**src/rtl/load_store_unit_if.sv**
```systemverilog
// Core-side request/response signals and data-memory bus of the load/store unit.
// master = the load/store unit itself, slave = the core/memory environment around it.
interface load_store_unit_if;
  logic        valid_i;
  logic        load_i;
  logic        store_i;
  logic [2:0]  funct3_i;
  logic [31:0] addr_i;
  logic [31:0] store_data_i;
  logic        busy_o;
  logic        done_o;
  logic        fault_o;
  logic [31:0] load_data_o;
  logic        dmem_req_o;
  logic        dmem_we_o;
  logic [31:0] dmem_addr_o;
  logic [3:0]  dmem_be_o;
  logic [31:0] dmem_wdata_o;
  logic        dmem_gnt_i;
  logic        dmem_rvalid_i;
  logic [31:0] dmem_rdata_i;

  modport master (
    input  valid_i, load_i, store_i, funct3_i, addr_i, store_data_i,
           dmem_gnt_i, dmem_rvalid_i, dmem_rdata_i,
    output busy_o, done_o, fault_o, load_data_o,
           dmem_req_o, dmem_we_o, dmem_addr_o, dmem_be_o, dmem_wdata_o
  );

  modport slave (
    output valid_i, load_i, store_i, funct3_i, addr_i, store_data_i,
           dmem_gnt_i, dmem_rvalid_i, dmem_rdata_i,
    input  busy_o, done_o, fault_o, load_data_o,
           dmem_req_o, dmem_we_o, dmem_addr_o, dmem_be_o, dmem_wdata_o
  );
endinterface

```
**src/rtl/load_store_unit.sv**
```systemverilog
// Single-access load/store unit: aligns/checks a core access, runs one data-memory
// request with grant/rvalid timeout, and formats load data.
module load_store_unit #(
  parameter int unsigned TIMEOUT_CYCLES = 255
) (
  input logic               clk_i,
  input logic               rst_n_i,
  load_store_unit_if.master lsu
);
  typedef enum logic [1:0] {S_IDLE, S_REQ, S_WAIT, S_DONE} state_t;

  localparam logic [7:0] TMO_LAST = 8'(TIMEOUT_CYCLES - 1);

  state_t      r_state, w_next;
  logic [31:0] r_addr;
  logic [31:0] r_wdata;
  logic [31:0] r_load_data;
  logic [2:0]  r_funct3;
  logic [3:0]  r_be;
  logic        r_store;
  logic        r_fault;
  logic [7:0]  r_cnt;
  logic        w_accept;
  logic        w_legal;
  logic        w_timeout;

  function automatic logic is_legal(input logic [2:0] f3, input logic [1:0] a, input logic st);
    case (f3)
      3'b000:  return 1'b1;
      3'b001:  return ~a[0];
      3'b010:  return (a == 2'b00);
      3'b100:  return ~st;
      3'b101:  return ~st & ~a[0];
      default: return 1'b0;
    endcase
  endfunction

  function automatic logic [3:0] lane_be(input logic [2:0] f3, input logic [1:0] a);
    case (f3[1:0])
      2'b00:   return 4'b0001 << a;
      2'b01:   return 4'b0011 << {a[1], 1'b0};
      2'b10:   return 4'b1111;
      default: return 4'b0000;
    endcase
  endfunction

  function automatic logic [31:0] lane_wdata(input logic [2:0] f3, input logic [31:0] d);
    case (f3[1:0])
      2'b00:   return {4{d[7:0]}};
      2'b01:   return {2{d[15:0]}};
      default: return d;
    endcase
  endfunction

  // Lane select by byte offset, then sign- or zero-extend according to funct3.
  function automatic logic [31:0] fmt_load(input logic [31:0] rd, input logic [1:0] a,
                                           input logic [2:0] f3);
    logic signed [7:0]  b;
    logic signed [15:0] h;
    b = rd[{a, 3'b000} +: 8];
    h = rd[{a[1], 4'b0000} +: 16];
    case (f3)
      3'b000:  return 32'(b);
      3'b001:  return 32'(h);
      3'b100:  return {24'h0, b};
      3'b101:  return {16'h0, h};
      default: return rd;
    endcase
  endfunction

  assign w_accept  = lsu.valid_i & (lsu.load_i | lsu.store_i);
  assign w_legal   = is_legal(lsu.funct3_i, lsu.addr_i[1:0], lsu.store_i);
  assign w_timeout = (r_cnt == TMO_LAST);

  always_ff @(posedge clk_i or negedge rst_n_i) begin
    if (!rst_n_i) r_state <= S_IDLE;
    else          r_state <= w_next;
  end

  always_comb begin
    w_next = r_state;
    case (r_state)
      S_IDLE: if (w_accept) w_next = w_legal ? S_REQ : S_DONE;
      S_REQ: begin
        if (lsu.dmem_gnt_i) w_next = r_store ? S_DONE : S_WAIT;
        else if (w_timeout) w_next = S_DONE;
      end
      S_WAIT: if (lsu.dmem_rvalid_i || w_timeout) w_next = S_DONE;
      default: w_next = S_IDLE;
    endcase
  end

  // Access context is captured once at accept; the counter restarts on every REQ/WAIT entry.
  always_ff @(posedge clk_i or negedge rst_n_i) begin
    if (!rst_n_i) begin
      r_addr      <= '0;
      r_funct3    <= '0;
      r_store     <= 1'b0;
      r_wdata     <= '0;
      r_be        <= '0;
      r_fault     <= 1'b0;
      r_cnt       <= '0;
      r_load_data <= '0;
    end else begin
      case (r_state)
        S_IDLE: begin
          if (w_accept) begin
            r_addr   <= lsu.addr_i;
            r_funct3 <= lsu.funct3_i;
            r_store  <= lsu.store_i;
            r_wdata  <= lane_wdata(lsu.funct3_i, lsu.store_data_i);
            r_be     <= lane_be(lsu.funct3_i, lsu.addr_i[1:0]);
            r_fault  <= ~w_legal;
            r_cnt    <= '0;
          end
        end
        S_REQ: begin
          if (lsu.dmem_gnt_i) begin
            r_cnt <= '0;
          end else begin
            r_cnt <= r_cnt + 8'd1;
            if (w_timeout) r_fault <= 1'b1;
          end
        end
        S_WAIT: begin
          if (lsu.dmem_rvalid_i) begin
            r_load_data <= fmt_load(lsu.dmem_rdata_i, r_addr[1:0], r_funct3);
          end else begin
            r_cnt <= r_cnt + 8'd1;
            if (w_timeout) r_fault <= 1'b1;
          end
        end
        default: ;
      endcase
    end
  end

  always_comb begin
    lsu.busy_o       = (r_state != S_IDLE);
    lsu.done_o       = (r_state == S_DONE);
    lsu.fault_o      = (r_state == S_DONE) & r_fault;
    lsu.dmem_req_o   = (r_state == S_REQ);
    lsu.dmem_we_o    = (r_state == S_REQ) & r_store;
    lsu.dmem_addr_o  = {r_addr[31:2], 2'b00};
    lsu.dmem_be_o    = r_be;
    lsu.dmem_wdata_o = r_wdata;
    lsu.load_data_o  = r_load_data;
  end
endmodule

```
**src/flat_wrapper.sv**
```systemverilog
// flat-port wrapper written by rule: the top's interface ports become plain ports
module load_store_unit_flat 
#(
  parameter int unsigned TIMEOUT_CYCLES = 255
)
  (clk_i, rst_n_i, lsu_valid_i, lsu_load_i, lsu_store_i, lsu_funct3_i, lsu_addr_i, lsu_store_data_i, lsu_dmem_gnt_i, lsu_dmem_rvalid_i, lsu_dmem_rdata_i, lsu_busy_o, lsu_done_o, lsu_fault_o, lsu_load_data_o, lsu_dmem_req_o, lsu_dmem_we_o, lsu_dmem_addr_o, lsu_dmem_be_o, lsu_dmem_wdata_o);
  load_store_unit_if lsu_i ();
  input logic clk_i;
  input logic rst_n_i;
  input wire logic [$bits(lsu_i.valid_i)-1:0] lsu_valid_i;
  input wire logic [$bits(lsu_i.load_i)-1:0] lsu_load_i;
  input wire logic [$bits(lsu_i.store_i)-1:0] lsu_store_i;
  input wire logic [$bits(lsu_i.funct3_i)-1:0] lsu_funct3_i;
  input wire logic [$bits(lsu_i.addr_i)-1:0] lsu_addr_i;
  input wire logic [$bits(lsu_i.store_data_i)-1:0] lsu_store_data_i;
  input wire logic [$bits(lsu_i.dmem_gnt_i)-1:0] lsu_dmem_gnt_i;
  input wire logic [$bits(lsu_i.dmem_rvalid_i)-1:0] lsu_dmem_rvalid_i;
  input wire logic [$bits(lsu_i.dmem_rdata_i)-1:0] lsu_dmem_rdata_i;
  output wire logic [$bits(lsu_i.busy_o)-1:0] lsu_busy_o;
  output wire logic [$bits(lsu_i.done_o)-1:0] lsu_done_o;
  output wire logic [$bits(lsu_i.fault_o)-1:0] lsu_fault_o;
  output wire logic [$bits(lsu_i.load_data_o)-1:0] lsu_load_data_o;
  output wire logic [$bits(lsu_i.dmem_req_o)-1:0] lsu_dmem_req_o;
  output wire logic [$bits(lsu_i.dmem_we_o)-1:0] lsu_dmem_we_o;
  output wire logic [$bits(lsu_i.dmem_addr_o)-1:0] lsu_dmem_addr_o;
  output wire logic [$bits(lsu_i.dmem_be_o)-1:0] lsu_dmem_be_o;
  output wire logic [$bits(lsu_i.dmem_wdata_o)-1:0] lsu_dmem_wdata_o;
  assign lsu_i.valid_i = lsu_valid_i;
  assign lsu_i.load_i = lsu_load_i;
  assign lsu_i.store_i = lsu_store_i;
  assign lsu_i.funct3_i = lsu_funct3_i;
  assign lsu_i.addr_i = lsu_addr_i;
  assign lsu_i.store_data_i = lsu_store_data_i;
  assign lsu_i.dmem_gnt_i = lsu_dmem_gnt_i;
  assign lsu_i.dmem_rvalid_i = lsu_dmem_rvalid_i;
  assign lsu_i.dmem_rdata_i = lsu_dmem_rdata_i;
  assign lsu_busy_o = lsu_i.busy_o;
  assign lsu_done_o = lsu_i.done_o;
  assign lsu_fault_o = lsu_i.fault_o;
  assign lsu_load_data_o = lsu_i.load_data_o;
  assign lsu_dmem_req_o = lsu_i.dmem_req_o;
  assign lsu_dmem_we_o = lsu_i.dmem_we_o;
  assign lsu_dmem_addr_o = lsu_i.dmem_addr_o;
  assign lsu_dmem_be_o = lsu_i.dmem_be_o;
  assign lsu_dmem_wdata_o = lsu_i.dmem_wdata_o;
  load_store_unit #(.TIMEOUT_CYCLES(TIMEOUT_CYCLES)) u_core (.clk_i(clk_i), .rst_n_i(rst_n_i), .lsu(lsu_i));
endmodule
```
**config.mk**
```make
export PLATFORM = sky130hd
export DESIGN_NAME = load_store_unit_flat
export DESIGN_NICKNAME = d
export VERILOG_FILES = /design/src/rtl/load_store_unit_if.sv /design/src/rtl/load_store_unit.sv /design/src/flat_wrapper.sv
export SDC_FILE = /design/constraint.sdc
export NUM_CORES = 1
export LEC_CHECK = 0
export ABC_AREA = 0
export CAP_MARGIN = 40
export CORE_MARGIN = 1.5
export CORE_UTILIZATION = 35
export CTS_CLUSTER_DIAMETER = 60
export DETAILED_ROUTE_END_ITERATION = 10
export GPL_TIMING_DRIVEN = 1
export PLACE_DENSITY = 0.65
export REMOVE_ABC_BUFFERS = 1
export SETUP_SLACK_MARGIN = 0.15
export SYNTH_ARGS = -nofsm -noshare
export SYNTH_HDL_FRONTEND = slang
export SYNTH_SLANG_ARGS = --single-unit
```
**constraint.sdc**
```tcl
create_clock -name clk_i -period 2.01 [get_ports clk_i]
set_input_delay 0.402 -clock clk_i [delete_from_list [all_inputs] [get_ports clk_i]]
set_output_delay 0.402 -clock clk_i [all_outputs]
set_load 0.005 [all_outputs]
```
# Word level (Yosys, flattened, before mapping)
# Index checks and enable logic that the tools add are counted.
dict set report totals {
  latch_bits 0
  reg_bits 115
  ram_bits 0
  out_inout_bits 105
  memories 0
  rom_bits 0
  input_bits 106
}
dict set report classes {
  eq_ne 18
  div_mod_pow 0
  n_mul 0
  n_shift 4
  n_reduce_logical 13
  n_mux 20
  addsub 1
  n_lt_le_gt_ge 0
  n_bitwise 8
}
# cell n
set ops {}
lappend ops {{case mux 32 bit (4 select lines)} 1}
lappend ops {{case mux 32 bit (2 select lines)} 1}
lappend ops {{indexed part select 32 x 6 -> 16 bit} 1}
lappend ops {{indexed part select 32 x 6 -> 8 bit} 1}
lappend ops {{two-way mux 8 bit} 3}
lappend ops {{case mux 8 bit (3 select lines)} 1}
lappend ops {{equality test 3 bit, second input constant} 4}
lappend ops {{case mux 4 bit (3 select lines)} 1}
lappend ops {{two-way mux 2 bit} 5}
lappend ops {{adder 8 x 1 -> 8 bit, second input constant} 1}
lappend ops {{equality test 8 bit, second input constant} 1}
lappend ops {{equality test 2 bit, second input constant} 3}
lappend ops {{equality test 3 x 1 -> 1 bit, second input constant} 2}
lappend ops {{logical NOT 2 bit} 3}
lappend ops {{logical NOT 3 bit} 2}
lappend ops {{case mux 2 bit (3 select lines)} 1}
lappend ops {{AND reduction 3 bit} 2}
lappend ops {{two-way mux 1 bit} 5}
lappend ops {{case mux 1 bit (5 select lines)} 1}
lappend ops {{bitwise AND 1 bit} 4}
lappend ops {{equality test 2 x 1 -> 1 bit, second input constant} 2}
lappend ops {{!= test 2 x 1 -> 1 bit, second input constant} 2}
lappend ops {{!= test 2 bit, second input constant} 2}
lappend ops {{AND reduction 2 bit} 2}
lappend ops {{other kinds (11)} 13}

# Depth between registers and ports, before layout
dict set report depth {
  word_depth 6
  ltp_mapped 8
  ltp_nobuf 6
}

# Worst setup path before layout
# Ideal clock, no wire load.
dict set report synth_timing {
  kind {reg2reg}
  start {register u_core.r_state[0]}
  end {register u_core.r_cnt[2]}
  t_required_ns 1.889
  arrival_time_ns 1.624
  n_path_buf 1
  setup_time_ns 0.121
  setup_slack_ns 0.265
  period_less_slack_ns 1.745
  path_stages_with_launch 8
  cell_sequence {dfrtp_1 inv_1 ha_1 and2_1 buf_2 a211oi_2 o21ai_0 a22o_1}
}
dict set report synth_between {
  elab_chain_cells 3
}
# item line_no
set synth_lines {}
lappend synth_lines {{from (decl)} load_store_unit.sv:14} ;# state_t r_state, w_next;
lappend synth_lines {{from (signal assigned)} load_store_unit.sv:77} ;# else r_state <= w_next;
lappend synth_lines {{equality test 2 bit, or another cell as far along} load_store_unit.sv:105} ;# case (r_state)
lappend synth_lines {{!= test 2 bit (no line), or another cell as far along} n/a}
lappend synth_lines {{AND reduction 3 bit (no line)} n/a}
lappend synth_lines {{to (signal assigned)} load_store_unit.sv:121} ;# r_cnt <= r_cnt + 8'd1;
lappend synth_lines {{to (signal assigned)} load_store_unit.sv:129} ;# r_cnt <= r_cnt + 8'd1;
lappend synth_lines {{to (decl)} load_store_unit.sv:22} ;# logic [7:0] r_cnt;
# Parallel ways exist; a longest one is shown, timed or not.
# A chain may end at the register's enable or synchronous reset.

# Worst setup path after layout
dict set report layout_timing {
  start {register u_core.r_state[0]}
  end {output lsu_dmem_req_o}
}
dict set report layout_between {
  elab_chain_cells 1
}
# item line_no
set layout_lines {}
lappend layout_lines {{equality test 2 x 1 -> 1 bit} load_store_unit.sv:142} ;# lsu.dmem_req_o = (r_state == S_REQ);
lappend layout_lines {{to (decl)} flat_wrapper.sv:23} ;# output wire logic [$bits(lsu_i.dmem_req_o)-1:0] lsu_dmem_req_o;
# No other way between the ends.

==> key figures <==
Outcome
  – Status: completed

Place
  – GPL Wtd Cong: 0.7971
  – I/O Buffers: 208
  – Post-DP HPWL: 11500 um
  – Cells after DPL: 964

Layout
  – Area delta synth->final: 51.50%
  – Nets: 883
  – Final cell count without fillers: 1003
  – Antenna diode count: 0
  – Number of fill cells: 1427
  – Proportion of layout cells with a drive suffix above 1: 18.65%

Logic synthesis
  – Ys flop type: dfrtp_1
  – Number of synthesized flops with an enable pin: 0
  – Async S/R FF share, synth: 100.0%
  – Top cells by area, synth: dfrtp_1, mux2_4, mux2i_1
  – Unique masters post-synth: 44
  – Seq cells post-synth: 115
  – Yosys warning count: 0
  – Register area share after synthesis: 49.23%
  – Mapped cell area: 5846 um^2
  – Area leader, netlist: dfrtp_1
  – Post-synth top cells: dfrtp_1, nand2_1, a21oi_1, nor2_1, buf_4
  – Top cell type's share of synthesized area: 49.23%
  – Syn Inst Count: 559
  – Most common cell in the netlist: dfrtp_1
  – Syn avg cell area: 10.46 um^2

STA
  – Final-report hold violation count: 0
  – Unrepaired setup endpoints after global routing: true
  – Setup-failing EPs final: 0
  – Skew final: 0.006278 ns
  – Fin Hold WS: 0.08425 ns
  – Worst-margin pin slew: 0.6353 ns
  – Max-slew headroom: 57.64%
  – Final Max Slew Viols: 0
  – Period minus WS final: 1.816 ns
  – Fin crit share: 90.33%
  – FMAX: 0.5507 GHz

Floorplan
  – Io pins: 211
  – Core ar.: 16470 um^2
  – Placement Rows: 47
  – Die width: 132.2 um
  – Starting density of the core: 35.50%
  – Die Height: 132.2 um
  – Die area: 17490 um^2

Detailed routing
  – Post-Route WL: 16210 um
  – Routed WL per cell: 16.16 um
  – # DRC: 0
  – Vias post-DR: 4958
  – First drt pass iteration count: 4
  – Remaining antenna violation count: 0
  – Iter 0 DRT Violations: 275
  – Vias/cell: 4.943

CTS
  – Clk sinks: 115
  – Cts hold-fix bufs: 0
  – CTS Buf Count: 17
  – CTS tree: done
  – CTS Buffer Depth: 2
  – Clk_lat worst skew: 0.40 ns
  – Cell at the root of the clock tree: clkbuf_16
  – Htree depth: 4
  – Clock slew at reported path FFs: 0.05 ns

Global route
  – Remaining Overflow, GRT: 0
  – Pin count of the biggest net entering global routing: 116
  – Initial antenna violation count: 0
  – First-pass GRT wire length: 26490 um
  – Vias in the first global route: 5245
  – GRT Overall Usage: 18.94%

Setup path
  – Startpoint Class: flip-flop
  – WP data arrival: 1.41 ns
  – WP data required: 1.61 ns
  – Setup CP Type: reg -> out
  – Crit-path max FO: 5
  – CP Capture Type: output pin

Hold path
  – Hold Crit Class: in -> async

Pwr
  – PwrDens: 1493 nW/um^2
  – Pleak: 3.965 nW
  – Peak VDD IR: 620.1 uV

Job
  – Max_cap viols: 0
## metrics by stage
stage	worst slack [ns]	setup TNS [ns]	power, mW	instance area [um^2]	util [%]
6_report	0.1943	0	13.22	8856	53.78
5_1_grt	0.1399	0	14.08	8856	53.78
4_1_cts	0.08565	0	13.23	8813	53.53
3_5_place_dp	-0.04289	-0.04289	10.04	8149	49.49
3_3_place_gp	-0.03219	-0.03219	9.885	8149	49.49
2_1_floorplan	-1.501	-102.69	6.634	5441	-
## where the power goes
| group | leakage (nW) | total, mW | internal (mW) | switching, mW |
|---|---|---|---|---|
| combinational | 2.31 | 6.18 | 3.73 | 2.45 |
| sequential | 1.38 | 4.10 | 3.41 | 0.685 |
| clock | 0.274 | 2.94 | 1.91 | 1.04 |
| total | 3.97 | 13.2 | 9.05 | 4.17 |
## flip-flops by register name (all words and copies together) (netlist names)
name,count
u_core.lsu.dmem_wdata_o,32
u_core.lsu.load_data_o,32
u_core.r_addr,32
u_core.r_cnt,8
u_core.lsu.dmem_be_o,4
u_core.r_funct3,3
u_core.r_state,2
u_core.r_fault,1
u_core.r_store,1
## cells in the final DEF, fill, tap and decap left out, types with 4 or more instances in the layout
cell type | netlist | layout
clkdlybuf4s50_1 | 0 | 202
dfrtp_1 | 115 | 113
nand2_1 | 54 | 54
a21oi_1 | 51 | 51
nor2_1 | 50 | 50
buf_4 | 35 | 43
mux2i_1 | 34 | 34
o21ai_0 | 34 | 31
mux2_4 | 30 | 30
inv_1 | 23 | 21
clkbuf_16 | 0 | 17
mux2_2 | 15 | 15
o22ai_1 | 9 | 9
a22oi_1 | 7 | 7
o22a_1 | 7 | 7
a221oi_1 | 8 | 7
nor2b_1 | 7 | 6
a22o_1 | 6 | 6
o21ai_1 | 2 | 5
buf_12 | 0 | 5
and2_1 | 5 | 4
a31oi_1 | 4 | 4
o31ai_1 | 5 | 4
clkinvlp_4 | 0 | 4
## routing by layer
metal / GRT usage, % / vias to the layer above / part of all wire [%]
li1: - / 2335 / -
met1: 22.81 / 2420 / 41
met2: 31.82 / 175 / 49
met3: 5.498 / 28 / 7.0
met4: 7.814 / 0 / 2.6
met5: 0 / - / 0
## final cells by class
type                    count  area [um^2]  share of cell area, %
repair buffers            256         2494                  28.16
inverters                  24        90.09                  1.017
clock inverters             9        105.1                  1.187
clock buffers              22        474.2                  5.355
well taps                 220        275.3                  3.108
multi-input cells         357         2537                  28.65
flip-flops and latches    115         2880                  32.52
## logic make-up (layout without fill, tap and decap cells)
logic type | after synthesis | after routing | share of synthesized area, %
AO/OA/AOI/OAI | 138 | 138 | 14.38
adder cells (fa/ha/maj) | 6 | 6 | 1.284
buffers and inverters | 88 | 311 | 8.519
flip-flops | 115 | 115 | 49.23
multiplexers | 80 | 80 | 16.80
other | 1 | 2 | 0.06415
AND/OR/NAND/NOR | 131 | 131 | 9.718
## repair_timing
item | 4_1_cts | 5_1_grt
gates resized for setup | 20 | 11
endpoints found under the setup margin | 5 | 54
buffers inserted | 5 | 3
endpoints found under the hold margin | 0 | 0
pin swaps | 1 | 1
## worst max-delay path, cell delays in order (launching register included)
cell and delay [ns]:
dfrtp_2 0.45, buf_12 0.14, ha_4 0.16, dlygate4sd2_1 0.26
## path summary, 6_finish.rpt
check,start,end,slack [ns],cells after the start
worst max-delay path,u_core.r_state[0],lsu_dmem_req_o,0.19,3
worst min-delay path,rst_n_i,u_core.r_cnt[6],0.08,2
worst max register to register,u_core.r_state[1],u_core.r_cnt[0],0.20,8
worst min register to register,u_core.lsu.dmem_wdata_o[15],u_core.lsu.dmem_wdata_o[15],0.48,2
max in group asynchronous,rst_n_i,u_core.r_addr[14],1.46,2
min in group clk_i,u_core.lsu.dmem_wdata_o[15],u_core.lsu.dmem_wdata_o[15],0.48,2
Power figures use the tool's default switching activity.
